[config.mk]
export PLATFORM = sky130hd
export DESIGN_NAME = bldc_commutation_ctrl_flat
export DESIGN_NICKNAME = d
export VERILOG_FILES = /design/src/rtl/bldc_pkg.sv /design/src/rtl/bldc_commutation_ctrl_if.sv /design/src/rtl/hall_debounce.sv /design/src/rtl/bldc_commutation_ctrl.sv /design/src/flat_wrapper.sv
export SDC_FILE = /design/constraint.sdc
export NUM_CORES = 1
export LEC_CHECK = 0
export BUFFER_PORTS_ARGS = -buffer_cell sky130_fd_sc_hd__buf_2
export CORE_UTILIZATION = 60
export DETAILED_ROUTE_END_ITERATION = 6
export PLACE_DENSITY = 0.8
export SLEW_MARGIN = 20
export SYNTH_ARGS = -nofsm -noshare
export SYNTH_HDL_FRONTEND = slang
export SYNTH_SLANG_ARGS = --single-unit
[constraint.sdc]
create_clock -name clk -period 3.23 [get_ports clk]
set_input_delay 0.1615 -clock clk [delete_from_list [all_inputs] [get_ports clk]]
set_output_delay 0.1615 -clock clk [all_outputs]
set_load 0.05 [all_outputs]
[src/rtl/bldc_pkg.sv]
// rtl/bldc_pkg.sv - shared state encoding, phase constants and hall decode for the BLDC commutation block
//   no ports; imported by bldc_commutation_ctrl and hall_debounce
package bldc_pkg;

  typedef enum logic [1:0] {
    ST_IDLE     = 2'd0,
    ST_DEADTIME = 2'd1,
    ST_DRIVE    = 2'd2,
    ST_FAULT    = 2'd3
  } state_t;

  // One-hot phase masks; bit 2 is phase A
  localparam logic [2:0] PHASE_A = 3'b100;
  localparam logic [2:0] PHASE_B = 3'b010;
  localparam logic [2:0] PHASE_C = 3'b001;

  // PWM counter runs 0..PWM_MAX, so duty 511 is never reached by the counter
  localparam logic [8:0] PWM_MAX = 9'd510;

  typedef struct packed {
    logic [2:0] high;
    logic [2:0] low;
  } phase_pair_t;

  function automatic logic hall_valid(input logic [2:0] code);
    return (code != 3'b000) && (code != 3'b111);
  endfunction

  // Forward table gives (high, low); the unlisted phase floats.
  // Reverse swaps high and low and leaves the float phase alone.
  function automatic phase_pair_t hall_decode(input logic [2:0] code, input logic reverse);
    phase_pair_t fwd;
    case (code)
      3'b101:  fwd = '{high: PHASE_A, low: PHASE_B};
      3'b100:  fwd = '{high: PHASE_A, low: PHASE_C};
      3'b110:  fwd = '{high: PHASE_B, low: PHASE_C};
      3'b010:  fwd = '{high: PHASE_B, low: PHASE_A};
      3'b011:  fwd = '{high: PHASE_C, low: PHASE_A};
      3'b001:  fwd = '{high: PHASE_C, low: PHASE_B};
      default: fwd = '{high: 3'b000, low: 3'b000};
    endcase
    if (reverse) begin
      return '{high: fwd.low, low: fwd.high};
    end
    return fwd;
  endfunction

endpackage

[src/rtl/bldc_commutation_ctrl_if.sv]
// rtl/bldc_commutation_ctrl_if.sv - control inputs and gate/status outputs of the commutation controller
//   master: drives enable, direction, duty, hall; observes gates, flags, comm_count
//   slave:  the controller side
interface bldc_commutation_ctrl_if;
  logic        enable;
  logic        direction;
  logic [8:0]  duty;
  logic [2:0]  hall;
  logic [2:0]  phase_high;
  logic [2:0]  phase_low;
  logic        hall_fault;
  logic        stall;
  logic [15:0] comm_count;

  modport master (
    output enable, direction, duty, hall,
    input  phase_high, phase_low, hall_fault, stall, comm_count
  );

  modport slave (
    input  enable, direction, duty, hall,
    output phase_high, phase_low, hall_fault, stall, comm_count
  );
endinterface

[src/rtl/hall_debounce.sv]
// rtl/hall_debounce.sv - 2-flop hall synchronizer plus stability debounce
//   clk, reset     : clock, async active-high reset
//   hall           : raw hall inputs (asynchronous)
//   accepted       : last accepted hall code (000 after reset)
//   accept_strobe  : one-cycle pulse when accepted changes
//   settled        : set by the first acceptance after reset
module hall_debounce
  import bldc_pkg::*;
#(
  parameter int unsigned DEBOUNCE_CYCLES = 4
) (
  input  logic       clk,
  input  logic       reset,
  input  logic [2:0] hall,
  output logic [2:0] accepted,
  output logic       accept_strobe,
  output logic       settled
);

  logic [2:0] hall_meta;
  logic [2:0] hall_sync;
  logic [2:0] candidate;   // hall_sync one cycle ago, detects glitches
  logic [3:0] stable_cnt;
  logic [3:0] stable_cnt_nxt;

  // A value different from last cycle restarts the run at 1
  assign stable_cnt_nxt = (hall_sync == candidate) ? stable_cnt + 4'd1 : 4'd1;

  always_ff @(posedge clk or posedge reset) begin
    if (reset) begin
      hall_meta     <= 3'b000;
      hall_sync     <= 3'b000;
      candidate     <= 3'b000;
      stable_cnt    <= 4'd0;
      accepted      <= 3'b000;
      accept_strobe <= 1'b0;
      settled       <= 1'b0;
    end else begin
      hall_meta     <= hall;
      hall_sync     <= hall_meta;
      candidate     <= hall_sync;
      accept_strobe <= 1'b0;
      if (hall_sync == accepted) begin
        stable_cnt <= 4'd0;
      end else if (stable_cnt_nxt >= 4'(DEBOUNCE_CYCLES)) begin
        accepted      <= hall_sync;
        accept_strobe <= 1'b1;
        settled       <= 1'b1;
        stable_cnt    <= 4'd0;
      end else begin
        stable_cnt <= stable_cnt_nxt;
      end
    end
  end

endmodule

[src/rtl/bldc_commutation_ctrl.sv]
// rtl/bldc_commutation_ctrl.sv - six-step BLDC commutation with deadtime, PWM, hall fault and stall detect
//   clk, reset : clock, async active-high reset
//   bus        : enable, direction, duty, hall in; phase_high, phase_low, hall_fault, stall, comm_count out
module bldc_commutation_ctrl
  import bldc_pkg::*;
#(
  parameter int unsigned DEADTIME_CYCLES = 8,
  parameter int unsigned DEBOUNCE_CYCLES = 4,
  parameter int unsigned STALL_CYCLES    = 1048576
) (
  input  logic                   clk,
  input  logic                   reset,
  bldc_commutation_ctrl_if.slave bus
);

  localparam int STALL_W = $clog2(STALL_CYCLES + 1);

  logic [2:0]         accepted;
  logic               accept_strobe;
  logic               settled;
  logic               code_valid;

  state_t             state, next_state;
  logic [7:0]         dead_cnt;
  logic [STALL_W-1:0] stall_cnt;
  logic [8:0]         pwm_cnt;
  logic               pwm_on;
  logic [2:0]         drive_code, drive_code_nxt;
  logic               drive_dir, drive_dir_nxt;
  logic               hall_evt, stall_evt;
  phase_pair_t        decoded;
  logic [2:0]         phase_high_d, phase_low_d;
  logic [2:0]         phase_high_q, phase_low_q;
  logic               hall_fault_q, stall_q;
  logic [15:0]        comm_count_q;

  hall_debounce #(.DEBOUNCE_CYCLES(DEBOUNCE_CYCLES)) u_hall_debounce (
    .clk           (clk),
    .reset         (reset),
    .hall          (bus.hall),
    .accepted      (accepted),
    .accept_strobe (accept_strobe),
    .settled       (settled)
  );

  assign code_valid = hall_valid(accepted);
  assign pwm_on     = (pwm_cnt < bus.duty);

  always_ff @(posedge clk or posedge reset) begin
    if (reset) begin
      state <= ST_IDLE;
    end else begin
      state <= next_state;
    end
  end

  // enable low wins over every other condition, including a same-cycle code change
  always_comb begin
    next_state = state;
    hall_evt   = 1'b0;
    stall_evt  = 1'b0;
    if (!bus.enable) begin
      next_state = ST_IDLE;
    end else begin
      case (state)
        ST_IDLE: begin
          if (settled) begin
            if (code_valid) begin
              next_state = ST_DEADTIME;
            end else begin
              next_state = ST_FAULT;
              hall_evt   = 1'b1;
            end
          end
        end
        ST_DEADTIME: begin
          if (!code_valid) begin
            next_state = ST_FAULT;
            hall_evt   = 1'b1;
          end else if (dead_cnt == 8'(DEADTIME_CYCLES - 1)) begin
            next_state = ST_DRIVE;
          end
        end
        ST_DRIVE: begin
          if (!code_valid) begin
            next_state = ST_FAULT;
            hall_evt   = 1'b1;
          end else if (bus.duty != 9'd0 && stall_cnt == STALL_W'(STALL_CYCLES - 1)) begin
            next_state = ST_FAULT;
            stall_evt  = 1'b1;
          end else if (accept_strobe || (bus.direction != drive_dir)) begin
            next_state = ST_DEADTIME;
          end
        end
        ST_FAULT: next_state = ST_FAULT;
        default:  next_state = ST_IDLE;
      endcase
    end
  end

  // Gate values are computed for the state being entered so the registered
  // outputs line up with the state register rather than lagging it.
  always_comb begin
    drive_code_nxt = drive_code;
    drive_dir_nxt  = drive_dir;
    if (state != ST_DRIVE && next_state == ST_DRIVE) begin
      drive_code_nxt = accepted;
      drive_dir_nxt  = bus.direction;
    end
    decoded      = hall_decode(drive_code_nxt, drive_dir_nxt);
    phase_high_d = 3'b000;
    phase_low_d  = 3'b000;
    if (next_state == ST_DRIVE) begin
      phase_high_d = decoded.high & {3{pwm_on}};
      phase_low_d  = decoded.low;
    end
  end

  always_ff @(posedge clk or posedge reset) begin
    if (reset) begin
      drive_code   <= 3'b000;
      drive_dir    <= 1'b0;
      phase_high_q <= 3'b000;
      phase_low_q  <= 3'b000;
      pwm_cnt      <= 9'd0;
      dead_cnt     <= 8'd0;
      stall_cnt    <= '0;
      hall_fault_q <= 1'b0;
      stall_q      <= 1'b0;
      comm_count_q <= 16'd0;
    end else begin
      drive_code   <= drive_code_nxt;
      drive_dir    <= drive_dir_nxt;
      phase_high_q <= phase_high_d;
      phase_low_q  <= phase_low_d;
      pwm_cnt      <= (pwm_cnt == PWM_MAX) ? 9'd0 : pwm_cnt + 9'd1;
      dead_cnt     <= (state == ST_DEADTIME) ? dead_cnt + 8'd1 : 8'd0;
      // Held at zero outside DRIVE, so it starts from zero on every entry
      if (state != ST_DRIVE) begin
        stall_cnt <= '0;
      end else if (bus.duty != 9'd0) begin
        stall_cnt <= stall_cnt + 1'b1;
      end
      if (!bus.enable) begin
        hall_fault_q <= 1'b0;
        stall_q      <= 1'b0;
      end else begin
        if (hall_evt)  hall_fault_q <= 1'b1;
        if (stall_evt) stall_q      <= 1'b1;
      end
      if (accept_strobe && code_valid && state != ST_FAULT) begin
        comm_count_q <= comm_count_q + 16'd1;
      end
    end
  end

  assign bus.phase_high = phase_high_q;
  assign bus.phase_low  = phase_low_q;
  assign bus.hall_fault = hall_fault_q;
  assign bus.stall      = stall_q;
  assign bus.comm_count = comm_count_q;

endmodule

[src/flat_wrapper.sv]
// flat-port wrapper written by rule: the top's interface ports become plain ports
module bldc_commutation_ctrl_flat import bldc_pkg::*;
#(
  parameter int unsigned DEADTIME_CYCLES = 8,
  parameter int unsigned DEBOUNCE_CYCLES = 4,
  parameter int unsigned STALL_CYCLES    = 1048576
)
  (clk, reset, bus_enable, bus_direction, bus_duty, bus_hall, bus_phase_high, bus_phase_low, bus_hall_fault, bus_stall, bus_comm_count);
  bldc_commutation_ctrl_if bus_i ();
  input  logic clk;
  input  logic reset;
  input wire logic [$bits(bus_i.enable)-1:0] bus_enable;
  input wire logic [$bits(bus_i.direction)-1:0] bus_direction;
  input wire logic [$bits(bus_i.duty)-1:0] bus_duty;
  input wire logic [$bits(bus_i.hall)-1:0] bus_hall;
  output wire logic [$bits(bus_i.phase_high)-1:0] bus_phase_high;
  output wire logic [$bits(bus_i.phase_low)-1:0] bus_phase_low;
  output wire logic [$bits(bus_i.hall_fault)-1:0] bus_hall_fault;
  output wire logic [$bits(bus_i.stall)-1:0] bus_stall;
  output wire logic [$bits(bus_i.comm_count)-1:0] bus_comm_count;
  assign bus_i.enable = bus_enable;
  assign bus_i.direction = bus_direction;
  assign bus_i.duty = bus_duty;
  assign bus_i.hall = bus_hall;
  assign bus_phase_high = bus_i.phase_high;
  assign bus_phase_low = bus_i.phase_low;
  assign bus_hall_fault = bus_i.hall_fault;
  assign bus_stall = bus_i.stall;
  assign bus_comm_count = bus_i.comm_count;
  bldc_commutation_ctrl #(.DEADTIME_CYCLES(DEADTIME_CYCLES), .DEBOUNCE_CYCLES(DEBOUNCE_CYCLES), .STALL_CYCLES(STALL_CYCLES)) u_core (.clk(clk), .reset(reset), .bus(bus_i));
endmodule
==> results of run 1 <==
-- worst min-delay path by stage --
stage                 from                             endpoint  cells after the start
5_1_grt         bus_enable                u_core.bus.hall_fault                      2
2_1_floorplan  bus_hall[0]  u_core.u_hall_debounce.hall_meta[0]                      0
3_5_place_dp   bus_hall[1]  u_core.u_hall_debounce.hall_meta[1]                      1
3_3_place_gp   bus_hall[0]  u_core.u_hall_debounce.hall_meta[0]                      1
6_report        bus_enable                u_core.bus.hall_fault                      2
4_1_cts         bus_enable                u_core.bus.hall_fault                      2
-- flip-flops by register name, indices dropped and copies added (netlist names) --
register / flops
u_core.stall_cnt: 21
u_core.bus.comm_count: 16
u_core.pwm_cnt: 9
u_core.dead_cnt: 8
u_core.u_hall_debounce.stable_cnt: 4
u_core.bus.phase_high: 3
u_core.bus.phase_low: 3
u_core.drive_code: 3
u_core.u_hall_debounce.accepted: 3
u_core.u_hall_debounce.candidate: 3
u_core.u_hall_debounce.hall_meta: 3
u_core.u_hall_debounce.hall_sync: 3
u_core.state: 2
u_core.bus.hall_fault: 1
u_core.bus.stall: 1
u_core.drive_dir: 1
u_core.u_hall_debounce.accept_strobe: 1
u_core.u_hall_debounce.settled: 1
-- area by class of cell --
cell class                 instances  area share [%]
inverter                          22            1.58
timing repair buffer              49            5.53
clock buffer                       9            2.34
clock inverter                     6            1.35
tap                              102            2.41
sequential                        86            40.7
multi-input combinational        350            46.1
-- worst max-delay path: cells and delay by family, from the launching register on --
kind | cells | cell delay, ns
buf+inv | 2 | 0.48
mux | 1 | 0.13
simple gates | 2 | 0.55
compound gates | 2 | 0.65
flops | 1 | 0.58
-- routing by layer --
layer	global-route usage (%)	wire [um]	up-vias
met5	0	0	-
met4	10.3	199	0
met3	3.96	289	21
met2	40.5	4510	86
met1	30.9	4160	1743
li1	-	-	1771
-- metrics by stage --
step,instances,util [%],hold WS [ns],worst slack [ns],cell area [um2]
global route,624,68.8,0.0866,0.466,5290
detailed placement,605,65.8,0.271,0.748,5060
floorplan,473,-,0.193,0.847,4740
finish,624,68.8,0.0917,0.721,5290
global placement,605,65.8,0.270,0.877,5060
CTS,624,68.8,0.0788,0.717,5290
-- kinds of logic (layout without fill, tap and decap cells) --
group	count (synthesis)	after routing	synth area share, %
mux	15	15	3.38
simple gates	196	196	22.9
compound gates	70	70	11.1
fa+ha+maj	20	20	5.28
other cells	1	2	0.0791
buf+inv	37	86	3.19
xor+xnor	47	47	8.68
flops	86	86	45.4
-- report_power, final --
part | internal, W | switching (W)
combinational | 0.000452 | 0.000708
sequential | 0.00119 | 0.000200
clock | 0.000358 | 0.000395
total | 0.00200 | 0.00130
-- synthesized netlist by cell type (all sizes together), types with 2 or more instances --
cell	number	area, um2
buf	6	35.0
ha	20	250
or3	9	56.3
nor2b	6	37.5
a21boi	8	60.1
clkbuf	9	33.8
mux2i	7	70.1
nand3	25	125
or4	3	22.5
nand3b	2	15.0
o2111ai	4	35.0
a2111oi	2	42.5
o21ai	18	90.1
o31ai	3	27.5
and3	9	56.3
or2	2	12.5
a31oi	4	25.0
o21a	2	15.0
inv	22	82.6
nand4	10	62.6
xor2	24	210
nor4	6	50.0
nor3	26	135
o22ai	2	12.5
dfrtp	86	2150
and4	8	70.1
a21o	4	30.0
a21oi	9	45.0
nand2	36	135
nor2	23	86.3
xnor2	23	201
and2	23	144
a31o	3	26.3
nand2b	5	31.3
a211oi	2	20.0
mux2	8	90.1
o311ai	2	25.0
-- what timing repair did --
item,in CTS,in global routing
hold endpoints to repair,51,0
hold buffers,4,0
buffers inserted,0,0
setup endpoints to repair,0,0
==> reports/metrics.cfg, run 1 <==
[place]
post-dp-hpwl_mm=6.60
placement.io_buffers=39
place.gp.congestion=0.951

[clock_tree]
ctsResizeCount=0
clock-root-buffer=sky130_fd_sc_hd__clkbuf_8
clk_transition_reported_paths_ns=0.09
clock_sinks=86
tritoncts_clock_tree=yes
max-clock-path-buffers=2
htree_levels=3
worstSkewPairLatency_ns=0.36
cts_made_buffers=9

[layout]
nets=554
regArea_um2=2150
synthToLayoutAreaGrowth_pct=11.6
share_of_cells_above_drive_strength_1_pct=16.3
multi_input_comb_area_um2=2440
n_fill_cell=612
most_common_cell_after_layout_fill_and_taps_aside=sky130_fd_sc_hd__dfrtp_1
mostFrequentLayoutCells=86 x sky130_fd_sc_hd__dfrtp_1, 39 x sky130_fd_sc_hd__buf_2, 36 x sky130_fd_sc_hd__nand2_1
antenna_cells=0

[floorplanning]
design.portCount=40
dieArea_um2=8260
initial_core_utilization_pct=61.7
placeableCoreArea_um2=7690
rows=32
dieHeight_um=90.9
die_width_um=90.9

[sta]
slew_violations=0
rsz0062_at_grt=no
final.setup_skew_ns=0.0123
tns_ns=0
minimum_clock_period_ns=2.51
timing_worst_slew_pin_value_ns=0.827
finalCritPeriodShare_pct=77.7
hold_violations=0
timing.max_slew.rel_slack_pct=44.8
clock.fmax_ghz=0.399
timing.final.setup_violations=0

[power_and_ir_drop]
finalPower_w=0.00330
p_leak_nw=2.50
power_density_nw_per_um2=624
peak_vdd_ir_mv=0.470

[routing]
num_vias=3621
dr.pass1.iters=5
mean_number_of_vias_per_cell=5.80
drt_wirelength_mm=9.16
drt_first_iter_violations=130
wl_per_cell_um=14.7
antenna_left=0
drc=0

[synthesis]
synth_flop_cell=sky130_fd_sc_hd__dfrtp_1
proportion_of_register_bits_with_asynchronous_set_or_reset_after_synthesis_pct=100
synth_area_um2=4740
number_of_enable_type_register_cells_in_the_synthesized_netlist=0
syn_avg_cell_area_um2=10.0
synthesis.yosys.warnings=0
synth_seq_area_share_pct=45.4
syn-instance-count=472
ys_types=57
synth_seq_cells=86

[run]
maxCapViolations=0

[critical_path]
worst-setup-path-type=reg -> reg
worst_path_largest_cell_delay_ns=0.58
regToRegStartpoint=u_core.u_hall_debounce.accepted[1]
regToRegEndpoint=u_core.bus.phase_high[1]
timing.critical_path.to_type=flop
worst_path_required_ns=3.47
reg2reg_slack_ns=0.72
critical_path.max_fanout=16
setup.worst_path.end=u_core.bus.phase_high[1]
cp_slowest_cell=sky130_fd_sc_hd__dfrtp_1
critical-path-top-cell-by-count=sky130_fd_sc_hd__buf_4
cp.arrival_ns=2.75
timing.critical_path.cells=nor3_1, nor4_2, buf_4, a2111oi_4, buf_4, mux2i_1, a2111oi_2
rr_worst_depth=7
timing.critical_path.from_type=flop
crit_path_start=u_core.u_hall_debounce.accepted[1]

[global_routing]
initial_antenna_violation_count=0
wire_length_of_the_first_global_routing_pass_mm=16.0
pin_count_of_the_biggest_net_entering_global_routing=50
global_route.overflow_total=0
global_route.usage.total_pct=24.1
vias_in_the_first_global_route=3611

[min_path]
min-delay-path-class=in -> reg

[status]
status=complete, no violations

Power figures use the tool's default switching activity.
==> inputs of run 2 (changes only) <==
--- a/config.mk
+++ b/config.mk
@@ -5,10 +5,11 @@
 export SDC_FILE = /design/constraint.sdc
 export NUM_CORES = 1
 export LEC_CHECK = 0
+export ABC_AREA = 1
 export BUFFER_PORTS_ARGS = -buffer_cell sky130_fd_sc_hd__buf_2
-export CORE_UTILIZATION = 60
+export CORE_UTILIZATION = 54
 export DETAILED_ROUTE_END_ITERATION = 6
-export PLACE_DENSITY = 0.8
+export PLACE_DENSITY = 0.76
 export SLEW_MARGIN = 20
 export SYNTH_ARGS = -nofsm -noshare
 export SYNTH_HDL_FRONTEND = slang
==> constraint.sdc (replaced) <==
create_clock -name clk -period 2.3 [get_ports clk]
set_input_delay 0.115 -clock clk [delete_from_list [all_inputs] [get_ports clk]]
set_output_delay 0.115 -clock clk [all_outputs]
set_load 0.05 [all_outputs]
==> run 2 against run 1 <==
Net effect:
- final cell count is 7.9% higher
- global-route usage is 2.3 points lower
- clock skew is 0.0028 ns higher
- sequential power is 33% higher
- clock power is 46% higher
- critical path type unchanged
- critical endpoint is now u_core.bus.phase_high[2]
==> reports/metrics.cfg, run 2 <==
[sta]
clock.fmax_ghz=0.464
final.setup_skew_ns=0.0152
hold_violations=0
timing.final.setup_violations=0
slew_violations=0
timing_worst_slew_pin_value_ns=0.593
worst_setup_margin_ns=0.144
minimum_clock_period_ns=2.16
finalCritPeriodShare_pct=93.7
timing.max_slew.rel_slack_pct=59.4

[clock_tree]
max-clock-path-buffers=2
clk_transition_reported_paths_ns=0.09
clock_sinks=86
tritoncts_clock_tree=yes
cts_made_buffers=9
clock-root-buffer=sky130_fd_sc_hd__clkbuf_8
worstSkewPairLatency_ns=0.35
htree_levels=3

[routing]
maxUsedRoutingLayer=met4
dr.pass1.iters=5
wl_per_cell_um=12.5
drc=0
antenna_left=0
num_vias=3452
met2_wire_len_mm=4.21
drt_first_iter_violations=137
wl_met1_mm=3.69
drt_wirelength_mm=8.39
met3_length_um=272
mean_number_of_vias_per_cell=5.13

[synthesis]
synthesis.yosys.warnings=0
ys_types=39
syn_avg_cell_area_um2=8.66
synth_area_um2=4370
synth_flop_cell=sky130_fd_sc_hd__dfrtp_1
number_of_enable_type_register_cells_in_the_synthesized_netlist=0
synth_seq_cells=86
synth_largest_type_area_fraction_pct=49.3
synth.area.top_cells=sky130_fd_sc_hd__dfrtp_1 49%, sky130_fd_sc_hd__nand2_1 9.3%, sky130_fd_sc_hd__ha_1 5.7%
syn-instance-count=504
proportion_of_register_bits_with_asynchronous_set_or_reset_after_synthesis_pct=100
synth_common_cells=108 x sky130_fd_sc_hd__nand2_1, 86 x sky130_fd_sc_hd__dfrtp_1, 63 x sky130_fd_sc_hd__inv_1, 59 x sky130_fd_sc_hd__nor2_1, 32 x sky130_fd_sc_hd__a21oi_1
synth_seq_area_share_pct=49.3
yosys.area.top_type=sky130_fd_sc_hd__dfrtp_1
synth_most_common_cell=sky130_fd_sc_hd__nand2_1

[place]
place.gp.congestion=0.849
dp_worst_slack_ns=-0.0255
placement.io_buffers=39
post-dp-hpwl_mm=5.96

[critical_path]
worst_path_required_ns=2.59
timing.critical_path.to_type=flop
worst-setup-path-type=reg -> reg
timing.critical_path.from_type=flop
critical_path.max_fanout=9
cp.arrival_ns=2.45

[layout]
most_common_cell_after_layout_fill_and_taps_aside=sky130_fd_sc_hd__nand2_1
antenna_cells=0
largest-register=u_core.stall_cnt
nets=602
multi_input_comb_area_um2=2000
mostFrequentLayoutCells=106 x sky130_fd_sc_hd__nand2_1, 84 x sky130_fd_sc_hd__dfrtp_1, 61 x sky130_fd_sc_hd__inv_1
share_of_cells_above_drive_strength_1_pct=18.6
final_core_utilization_pct=65.3
synthToLayoutAreaGrowth_pct=16.1
regArea_um2=2150
n_fill_cell=642
largest_register_ffs=21

[floorplanning]
initial_core_utilization_pct=56.2
rows=32
placeableCoreArea_um2=7770
design.portCount=40
dieArea_um2=8450
die_width_um=91.9
dieHeight_um=91.9

[power_and_ir_drop]
p_leak_nw=2.49
power_density_nw_per_um2=935
peak_vdd_ir_mv=0.450

[global_routing]
initial_antenna_violation_count=0
global_route.overflow_total=0
vias_in_the_first_global_route=3370
global_route.usage.total_pct=21.8
wire_length_of_the_first_global_routing_pass_mm=14.5
pin_count_of_the_biggest_net_entering_global_routing=87

[status]
status=complete, no violations

[run]
maxCapViolations=0

[min_path]
min-delay-path-class=in -> reg

run 2: repair_timing:
action                                  CTS  global route
pin swaps                                 0             8
buffers inserted                          0             5
endpoints found under the setup margin    6             6
gates cloned                              0             1
gates resized for setup                   2            13
hold buffers                              4             0
endpoints found under the hold margin    89             0
run 2: kinds of logic after synthesis:
kind of cell | share of synthesized area, %
compound gates | 9.23
xor+xnor | 5.02
fa+ha+maj | 5.73
buf+inv | 6.22
flops | 49.3
other cells | 0.0859
simple gates | 24.4
run 2: final timing paths:
check	slack [ns]	start	to	depth (start not counted)
hold reg to reg	0.35	u_core.u_hall_debounce.hall_meta[1]	u_core.u_hall_debounce.hall_sync[1]	0
setup / recovery	0.14	u_core.state[0]	u_core.bus.phase_high[2]	12
hold / removal	0.04	bus_enable	u_core.bus.hall_fault	2
max in group asynchronous	1.52	reset	u_core.state[0]	4
min in group asynchronous	0.44	reset	u_core.pwm_cnt[4]	4
setup reg to reg	0.14	u_core.state[0]	u_core.bus.phase_high[2]	12
run 2: critical path, stage by stage, from the launching register on:
cell	delay, ns
sky130_fd_sc_hd__dfrtp_2	0.39
sky130_fd_sc_hd__inv_2	0.06
sky130_fd_sc_hd__ha_1	0.22
sky130_fd_sc_hd__buf_4	0.17
sky130_fd_sc_hd__nand2_1	0.10
sky130_fd_sc_hd__nand2_2	0.08
sky130_fd_sc_hd__o21ai_4	0.28
sky130_fd_sc_hd__inv_2	0.09
sky130_fd_sc_hd__nor3_4	0.28
sky130_fd_sc_hd__nand2_1	0.11
sky130_fd_sc_hd__nor2_2	0.13
sky130_fd_sc_hd__nand2_1	0.08
sky130_fd_sc_hd__nor2_2	0.10
run 2: metal layers:
layer | GRT usage, % | vias up
li1 | - | 1748
met1 | 26.2 | 1606
met2 | 37.3 | 78
met3 | 4.23 | 20
met4 | 10.9 | 0
met5 | 0 | -
run 2: power by group:
| part | total [W] | internal [W] | leakage (nW) | switching, W |
|---|---|---|---|---|
| Clock | 0.00110 | 0.000540 | 0.103 | 0.000563 |
| Sequential | 0.00185 | 0.00169 | 1.13 | 0.000159 |
| Combinational | 0.00179 | 0.000597 | 1.25 | 0.00119 |
run 2: per-stage QoR:
| step | power, W | instance area (um2) | TNS [ns] | hold slack, ns | cells |
|---|---|---|---|---|---|
| 2_1_floorplan | 0.00314 | 4370 | 0 | 0.146 | 505 |
| 3_3_place_gp | 0.00342 | 4730 | 0 | 0.223 | 647 |
| 3_5_place_dp | 0.00349 | 4730 | -0.0451 | 0.225 | 647 |
| 4_1_cts | 0.00463 | 4990 | 0 | 0.0273 | 667 |
| 5_1_grt | 0.00504 | 5070 | -0.0151 | 0.0324 | 673 |
| 6_report | 0.00474 | 5070 | 0 | 0.0447 | 673 |
run 2: cell type report:
class	instances	area share, %
Inverter	65	4.89
Tap cell	102	2.52
Sequential cell	86	42.5
Timing Repair Buffer	54	6.52
Multi-Input combinational cell	350	39.5
Clock buffer	10	2.71
Clock inverter	6	1.36
